<file path="config.mk">
export PLATFORM = sky130hd
export DESIGN_NAME = mj32_lsu
export DESIGN_NICKNAME = d
export VERILOG_FILES = /design/src/rtl/mj32_lsu.sv
export SDC_FILE = /design/constraint.sdc
export NUM_CORES = 1
export LEC_CHECK = 0
export ABC_CLOCK_PERIOD_IN_PS = 5150
export CELL_PAD_IN_SITES_DETAIL_PLACEMENT = 0
export CELL_PAD_IN_SITES_GLOBAL_PLACEMENT = 2
export CORE_MARGIN = 4
export CORE_UTILIZATION = 30
export CTS_BUF_LIST = sky130_fd_sc_hd__clkbuf_4 sky130_fd_sc_hd__clkbuf_8
export DETAILED_ROUTE_END_ITERATION = 8
export MAX_ROUTING_LAYER = met4
export PLACE_DENSITY = 0.92
export SLEW_MARGIN = 20
export SYNTH_ARGS = -nofsm -noshare
export SYNTH_HDL_FRONTEND = slang
export SYNTH_SLANG_ARGS = --single-unit
</file>
<file path="constraint.sdc">
create_clock -name clk_i -period 5.15 [get_ports clk_i]
set_input_delay 1.03 -clock clk_i [delete_from_list [all_inputs] [get_ports clk_i]]
set_output_delay 1.03 -clock clk_i [all_outputs]
set_load 0.01 [all_outputs]
</file>
<file path="src/rtl/mj32_lsu.sv">
// rtl/mj32_lsu.sv - MJ32 handshaked multi-cycle load/store unit
//
// Accepts one load/store from the execute stage and runs it on a
// request/grant/response bus. It builds byte enables and lane-replicated
// store data, and extracts and extends load data. Illegal (and, optionally,
// misaligned) accesses complete with an error and no bus activity. Bus
// transactions that run too long are abandoned.
//
// Parameters:
//   ADDR_W          byte-address width (>= 3)
//   TIMEOUT_CYCLES  max cycles in REQ+WAIT before abort, 0 disables
// Optional feature macro:
//   MJ32_LSU_MISALIGN_TRAP_EN  misaligned half/word accesses raise an error
//                              instead of having their low address bits ignored
// Ports:
//   clk_i, rst_ni                  clock (rising edge), async active-low reset
//   req_valid_i / req_ready_o      core request handshake
//   req_store_i, req_funct3_i      access kind and RV32I width/sign code
//   req_addr_i, req_wdata_i        byte address and store data
//   req_rd_i                       load destination, echoed on resp_rd_o
//   resp_valid_o                   one-cycle completion pulse
//   resp_rdata_o, resp_rd_o        extended load data, echoed rd
//   resp_err_o                     illegal, misaligned or timed out
//   mem_req_o / mem_gnt_i          bus request held until grant
//   mem_we_o, mem_addr_o           write strobe, word-aligned address
//   mem_be_o, mem_wdata_o          byte enables, lane-replicated store data
//   mem_rvalid_i, mem_rdata_i      read data / write acknowledge

module mj32_lsu #(
    parameter int ADDR_W         = 32,
    parameter int TIMEOUT_CYCLES = 255
) (
    input  logic              clk_i,
    input  logic              rst_ni,
    input  logic              req_valid_i,
    output logic              req_ready_o,
    input  logic              req_store_i,
    input  logic [2:0]        req_funct3_i,
    input  logic [ADDR_W-1:0] req_addr_i,
    input  logic [31:0]       req_wdata_i,
    input  logic [4:0]        req_rd_i,
    output logic              resp_valid_o,
    output logic [31:0]       resp_rdata_o,
    output logic [4:0]        resp_rd_o,
    output logic              resp_err_o,
    output logic              mem_req_o,
    input  logic              mem_gnt_i,
    output logic              mem_we_o,
    output logic [ADDR_W-1:0] mem_addr_o,
    output logic [3:0]        mem_be_o,
    output logic [31:0]       mem_wdata_o,
    input  logic              mem_rvalid_i,
    input  logic [31:0]       mem_rdata_i
);

    localparam int CNT_W = (TIMEOUT_CYCLES > 0) ? $clog2(TIMEOUT_CYCLES + 1) : 1;
    localparam logic [CNT_W-1:0] CNT_LAST = CNT_W'((TIMEOUT_CYCLES > 0) ? TIMEOUT_CYCLES - 1 : 0);

    typedef enum logic [1:0] {S_IDLE, S_REQ, S_WAIT, S_DONE} state_t;

    state_t            state_q;
    logic              ready_q, resp_valid_q, resp_err_q;
    logic [31:0]       resp_rdata_q;
    logic [4:0]        resp_rd_q, rd_q;
    logic              mem_req_q, mem_we_q;
    logic [ADDR_W-1:0] mem_addr_q;
    logic [3:0]        mem_be_q;
    logic [31:0]       mem_wdata_q;
    logic [CNT_W-1:0]  cnt_q;
    logic [1:0]        sz_q, off_q;
    logic              uns_q, store_q;

    // Request decode: funct3[1:0] is the size, funct3[2] the unsigned flag.
    logic [1:0]  sz_d, off_d;
    logic        legal_d, misalign_d, timeout_d;
    logic [3:0]  be_d;
    logic [31:0] wdata_d, shifted_d, load_d;

    assign sz_d = req_funct3_i[1:0];

    always_comb begin
        legal_d = 1'b0;
        case (req_funct3_i)
            3'b000, 3'b001, 3'b010: legal_d = 1'b1;
            3'b100, 3'b101:         legal_d = !req_store_i;
            default:                legal_d = 1'b0;
        endcase
        misalign_d = 1'b0;
`ifdef MJ32_LSU_MISALIGN_TRAP_EN
        if (sz_d == 2'b01)      misalign_d = req_addr_i[0];
        else if (sz_d == 2'b10) misalign_d = |req_addr_i[1:0];
`endif
        // Effective lane offset: address bits below the access size are dropped.
        case (sz_d)
            2'b00:   off_d = req_addr_i[1:0];
            2'b01:   off_d = {req_addr_i[1], 1'b0};
            default: off_d = 2'b00;
        endcase
        case (sz_d)
            2'b00: begin be_d = 4'b0001 << off_d; wdata_d = {4{req_wdata_i[7:0]}};  end
            2'b01: begin be_d = 4'b0011 << off_d; wdata_d = {2{req_wdata_i[15:0]}}; end
            default: begin be_d = 4'b1111;        wdata_d = req_wdata_i;            end
        endcase
    end

    always_comb begin
        shifted_d = mem_rdata_i >> {off_q, 3'b000};
        case (sz_q)
            2'b00:   load_d = uns_q ? {24'b0, shifted_d[7:0]}
                                    : {{24{shifted_d[7]}}, shifted_d[7:0]};
            2'b01:   load_d = uns_q ? {16'b0, shifted_d[15:0]}
                                    : {{16{shifted_d[15]}}, shifted_d[15:0]};
            default: load_d = shifted_d;
        endcase
    end

    // Counter value in this cycle is the number of REQ/WAIT cycles already spent.
    assign timeout_d = (TIMEOUT_CYCLES != 0) && (cnt_q == CNT_LAST);

    always_ff @(posedge clk_i or negedge rst_ni) begin
        if (!rst_ni) begin
            state_q      <= S_IDLE;
            ready_q      <= 1'b1;
            resp_valid_q <= 1'b0;
            resp_err_q   <= 1'b0;
            resp_rdata_q <= '0;
            resp_rd_q    <= '0;
            rd_q         <= '0;
            mem_req_q    <= 1'b0;
            mem_we_q     <= 1'b0;
            mem_addr_q   <= '0;
            mem_be_q     <= '0;
            mem_wdata_q  <= '0;
            cnt_q        <= '0;
            sz_q         <= '0;
            off_q        <= '0;
            uns_q        <= 1'b0;
            store_q      <= 1'b0;
        end else begin
            // Response fields only carry data during the DONE pulse.
            resp_valid_q <= 1'b0;
            resp_err_q   <= 1'b0;
            resp_rdata_q <= '0;
            resp_rd_q    <= '0;
            case (state_q)
                S_IDLE: begin
                    if (req_valid_i) begin
                        ready_q <= 1'b0;
                        rd_q    <= req_rd_i;
                        sz_q    <= sz_d;
                        off_q   <= off_d;
                        uns_q   <= req_funct3_i[2];
                        store_q <= req_store_i;
                        if (!legal_d || misalign_d) begin
                            state_q      <= S_DONE;
                            resp_valid_q <= 1'b1;
                            resp_err_q   <= 1'b1;
                            resp_rd_q    <= req_rd_i;
                        end else begin
                            state_q     <= S_REQ;
                            cnt_q       <= '0;
                            mem_req_q   <= 1'b1;
                            mem_we_q    <= req_store_i;
                            mem_addr_q  <= {req_addr_i[ADDR_W-1:2], 2'b00};
                            mem_be_q    <= be_d;
                            mem_wdata_q <= wdata_d;
                        end
                    end
                end
                S_REQ: begin
                    cnt_q <= cnt_q + CNT_W'(1);
                    if (timeout_d || mem_gnt_i) begin
                        mem_req_q   <= 1'b0;
                        mem_we_q    <= 1'b0;
                        mem_addr_q  <= '0;
                        mem_be_q    <= '0;
                        mem_wdata_q <= '0;
                    end
                    // A grant in the terminal cycle still loses to the timeout.
                    if (timeout_d) begin
                        state_q      <= S_DONE;
                        resp_valid_q <= 1'b1;
                        resp_err_q   <= 1'b1;
                        resp_rd_q    <= rd_q;
                    end else if (mem_gnt_i) begin
                        state_q <= S_WAIT;
                    end
                end
                S_WAIT: begin
                    cnt_q <= cnt_q + CNT_W'(1);
                    // A response in the terminal cycle wins over the timeout.
                    if (mem_rvalid_i) begin
                        state_q      <= S_DONE;
                        resp_valid_q <= 1'b1;
                        resp_rdata_q <= store_q ? 32'b0 : load_d;
                        resp_rd_q    <= rd_q;
                    end else if (timeout_d) begin
                        state_q      <= S_DONE;
                        resp_valid_q <= 1'b1;
                        resp_err_q   <= 1'b1;
                        resp_rd_q    <= rd_q;
                    end
                end
                S_DONE: begin
                    state_q <= S_IDLE;
                    ready_q <= 1'b1;
                end
                default: begin
                    state_q <= S_IDLE;
                    ready_q <= 1'b1;
                end
            endcase
        end
    end

    assign req_ready_o  = ready_q;
    assign resp_valid_o = resp_valid_q;
    assign resp_err_o   = resp_err_q;
    assign resp_rdata_o = resp_rdata_q;
    assign resp_rd_o    = resp_rd_q;
    assign mem_req_o    = mem_req_q;
    assign mem_we_o     = mem_we_q;
    assign mem_addr_o   = mem_addr_q;
    assign mem_be_o     = mem_be_q;
    assign mem_wdata_o  = mem_wdata_q;

endmodule

</file>
==> metrics.yaml <==
run_status:
  status: "finished clean"
grt:
  grt_pass1_vias: 5345
  met3_usage_pct: 5.83
  antenna_found_initial: 0
  grt_overflow: 0
  grt_usage_pct: 17.3
  grt_start_max_net_pins: 98
  gr-usage-met1_pct: 21.1
  grt_pass1_wl_um: 29300
  busiest_layer: "met2"
  grt_use_met2_pct: 27.5
die:
  design.core.area_um2: 19500
  core.rowCount: 51
  io_pins: 220
  die-width_um: 149
  start_util_pct: 30.7
  chipHeight_um: 149
  die-area_um2: 22300
synthesis:
  ys_ff_latch: 129
  ys_types: 49
  avgSynthCellArea_um2: 11.4
  async_flop_share_pct: 100
  synth_warnings: 0
  synth_edf_count: 0
  synth-main-ff-cell: "dfrtp_1"
  syn-cell-area_um2: 5990
  syn_inst: 524
  yosysSeqAreaShare_pct: 53.9
sta:
  setup_ws_ns: 1.96
  rsz0062_at_grt: "no"
  slew_viol_final: 0
  tightest_slew_ns: 0.983
  max_freq_mhz: 313
  hold_viol_final: 0
  timing.slew.headroom_pct: 34.5
  final-setup-viol-count: 0
  setup_tns_ns: 0
  fin_crit_ns: 3.19
  post-route-period-util_pct: 62.0
  finClkSkew_ns: 0.0158
route:
  postRouteAntennaNets: 0
  wl_per_cell_um: 18.7
  drc: 0
  via_per_inst: 4.97
  wl_um: 18700
  vias: 4982
  drt_iter0_drc: 180
  dr.pass1.iters: 4
pwr:
  swShare_pct: 36.1
  switchingPower_w: 0.00151
  powerDensity_nw_per_um2: 477
  p_leak_nw: 3.98
  ir_drop_v: 0.000273
  p_int_w: 0.00266
  seqPwrFrac_pct: 37.4
  share_comb_of_total_power_pct: 43.5
  p_clk_share_pct: 19.1
worst_setup_path:
  cpMaxStageDelayCell: "or2_1"
  crit_path_max_incr_delay_ns: 0.61
  crit_path_cell_trace: "clkdlybuf4s50_1, nand2_1, a21o_1, buf_4, or2_1, o2bb2ai_1"
  r2r_cells: 7
  critPathLaunchType: "input pin"
  end_kind: "flip-flop"
  cp.required_ns: 5.44
  rrSetupSlack_ns: 2.12
  crit_fanout: 41
  r2r-end: "mem_wdata_o[13]"
  worstSetupPathType: "input pin to flip-flop"
  worstPathArrival_ns: 3.48
  r2r_start: "state_q[0]"
cts:
  worstSkewPairLatency_ns: 0.44
  htree_levels: 4
  post_cts_resized: 0
  cts_buffers: 17
  cts_buffer_depth: 2
  cts_root_buffer: "clkbuf_8"
  cts_hold_buffers: 0
  numClockSinks: 129
  clk_pin_slew_ns: 0.07
  cts_setup_buffers: 0
  cts_tree: "done"
final_layout:
  layout_common_cells: "clkdlybuf4s50_1 (216), dfrtp_1 (128), a21o_1 (51)"
  nNetsFinal: 842
  drive_gt1_share_pct: 7.73
  antenna_cells: 0
  mostFrequentLayoutCell: "clkdlybuf4s50_1"
  syn2layout_area_growth_pct: 46.0
place:
  gp_congestion: 0.807
  numPortBuffers: 217
  dp_hpwl_um: 13400
  pre_cts_slack_ns: 1.55
hold_path:
  holdCritPathClass: "flip-flop to flip-flop"
  worstHoldStart: "mem_addr_o[27]"
  hold_end: "mem_addr_o[27]"
  hold_depth: 1
flow_run:
  maxCapViolCount: 0
==> power groups by stage <==
stage | combinational, W | sequential [W] | clock [W]
6_report | 0.00181 | 0.00156 | 0.000798
5_1_grt | 0.00196 | 0.00160 | 0.000871
4_1_cts | 0.00183 | 0.00156 | 0.000825
3_5_place_dp | 0.00182 | 0.00157 | 0
3_3_place_gp | 0.00178 | 0.00157 | 0
2_1_floorplan | 0.000873 | 0.00163 | 0
==> through the flow <==
step | utilization, % | instance area (µm²) | total power [W] | std cells | hold WS [ns]
2_1_floorplan | - | 5990 | 0.00251 | 525 | 0.461
3_5_place_dp | 43.0 | 8390 | 0.00340 | 972 | 0.465
3_3_place_gp | 43.0 | 8390 | 0.00334 | 972 | 0.459
5_1_grt | 44.8 | 8740 | 0.00444 | 1002 | 0.501
6_report | 44.8 | 8740 | 0.00417 | 1002 | 0.474
4_1_cts | 44.8 | 8740 | 0.00422 | 1002 | 0.482
==> worst max path at each step <==
stage / to / start / depth (start not counted)
finish: mem_wdata_o[13] / req_valid_i / 6
global route: mem_wdata_o[13] / req_valid_i / 6
floorplan: mem_addr_o[19] / req_funct3_i[1] / 8
global placement: mem_wdata_o[23] / req_valid_i / 6
detailed placement: mem_wdata_o[14] / req_valid_i / 6
CTS: mem_wdata_o[13] / req_valid_i / 6
==> layer usage <==
layer	part of all wire (%)	vias to the layer above	routed length, µm
li1	-	2313	-
met3	8.2	17	1530
met2	47	201	8830
met1	43	2451	8060
met5	0	-	0
met4	1.5	0	289
==> critical path: cells and delay by family <==
family,cells,cell delay [ns]
AND/OR/NAND/NOR,2,1.08
AO/OA/AOI/OAI,2,0.40
buffers and inverters,2,0.93
==> synth_stat cells, types with 5 or more instances <==
| cell | count | area [µm²] |
|---|---|---|
| buf_2 | 6 | 30.0 |
| and2_1 | 7 | 43.8 |
| inv_1 | 5 | 18.8 |
| mux2i_1 | 43 | 430 |
| mux2_2 | 11 | 124 |
| a22o_1 | 13 | 114 |
| nand2b_1 | 8 | 50.1 |
| nor3b_1 | 39 | 293 |
| nor2_1 | 19 | 71.3 |
| a21oi_1 | 18 | 90.1 |
| clkbuf_1 | 28 | 105 |
| dfrtp_1 | 128 | 3200 |
| nand2_1 | 19 | 71.3 |
| o2bb2ai_1 | 21 | 184 |
| a211oi_1 | 14 | 105 |
| o21ai_0 | 29 | 145 |
| or3_1 | 5 | 31.3 |
| nor2b_1 | 10 | 62.6 |
| ha_1 | 6 | 75.1 |
| a21o_1 | 51 | 383 |
==> cell type report <==
class	count	area (µm²)
Clock buffer	20	263
Clock inverter	10	90.1
Fill cell	1853	10800
Inverter	5	18.8
Multi-Input combinational cell	350	2590
Sequential cell	129	3230
Tap cell	265	332
Timing Repair Buffer	223	2220
==> state kept, by name (all words and copies together), names as in the netlist <==
signal,count
rd_q,5
uns_q,1
sz_q,2
off_q,2
mem_wdata_o,32
resp_rd_o,5
cnt_q,8
mem_be_o,4
mem_addr_o,30
resp_rdata_o,32
mem_we_o,1
store_q,1
resp_err_o,1
req_ready_o,1
mem_req_o,1
state_q,2
resp_valid_o,1
==> logic make-up after synthesis <==
group           Yosys count  synth area share, %
fa+ha+maj                 6                 1.25
buf+inv                  46                 3.20
xor+xnor                  2                0.293
compound gates          162                 19.2
mux                      55                 9.63
simple gates            123                 12.4
flops                   129                 53.9
other cells               1               0.0626
(Power assumes the default switching activity.)
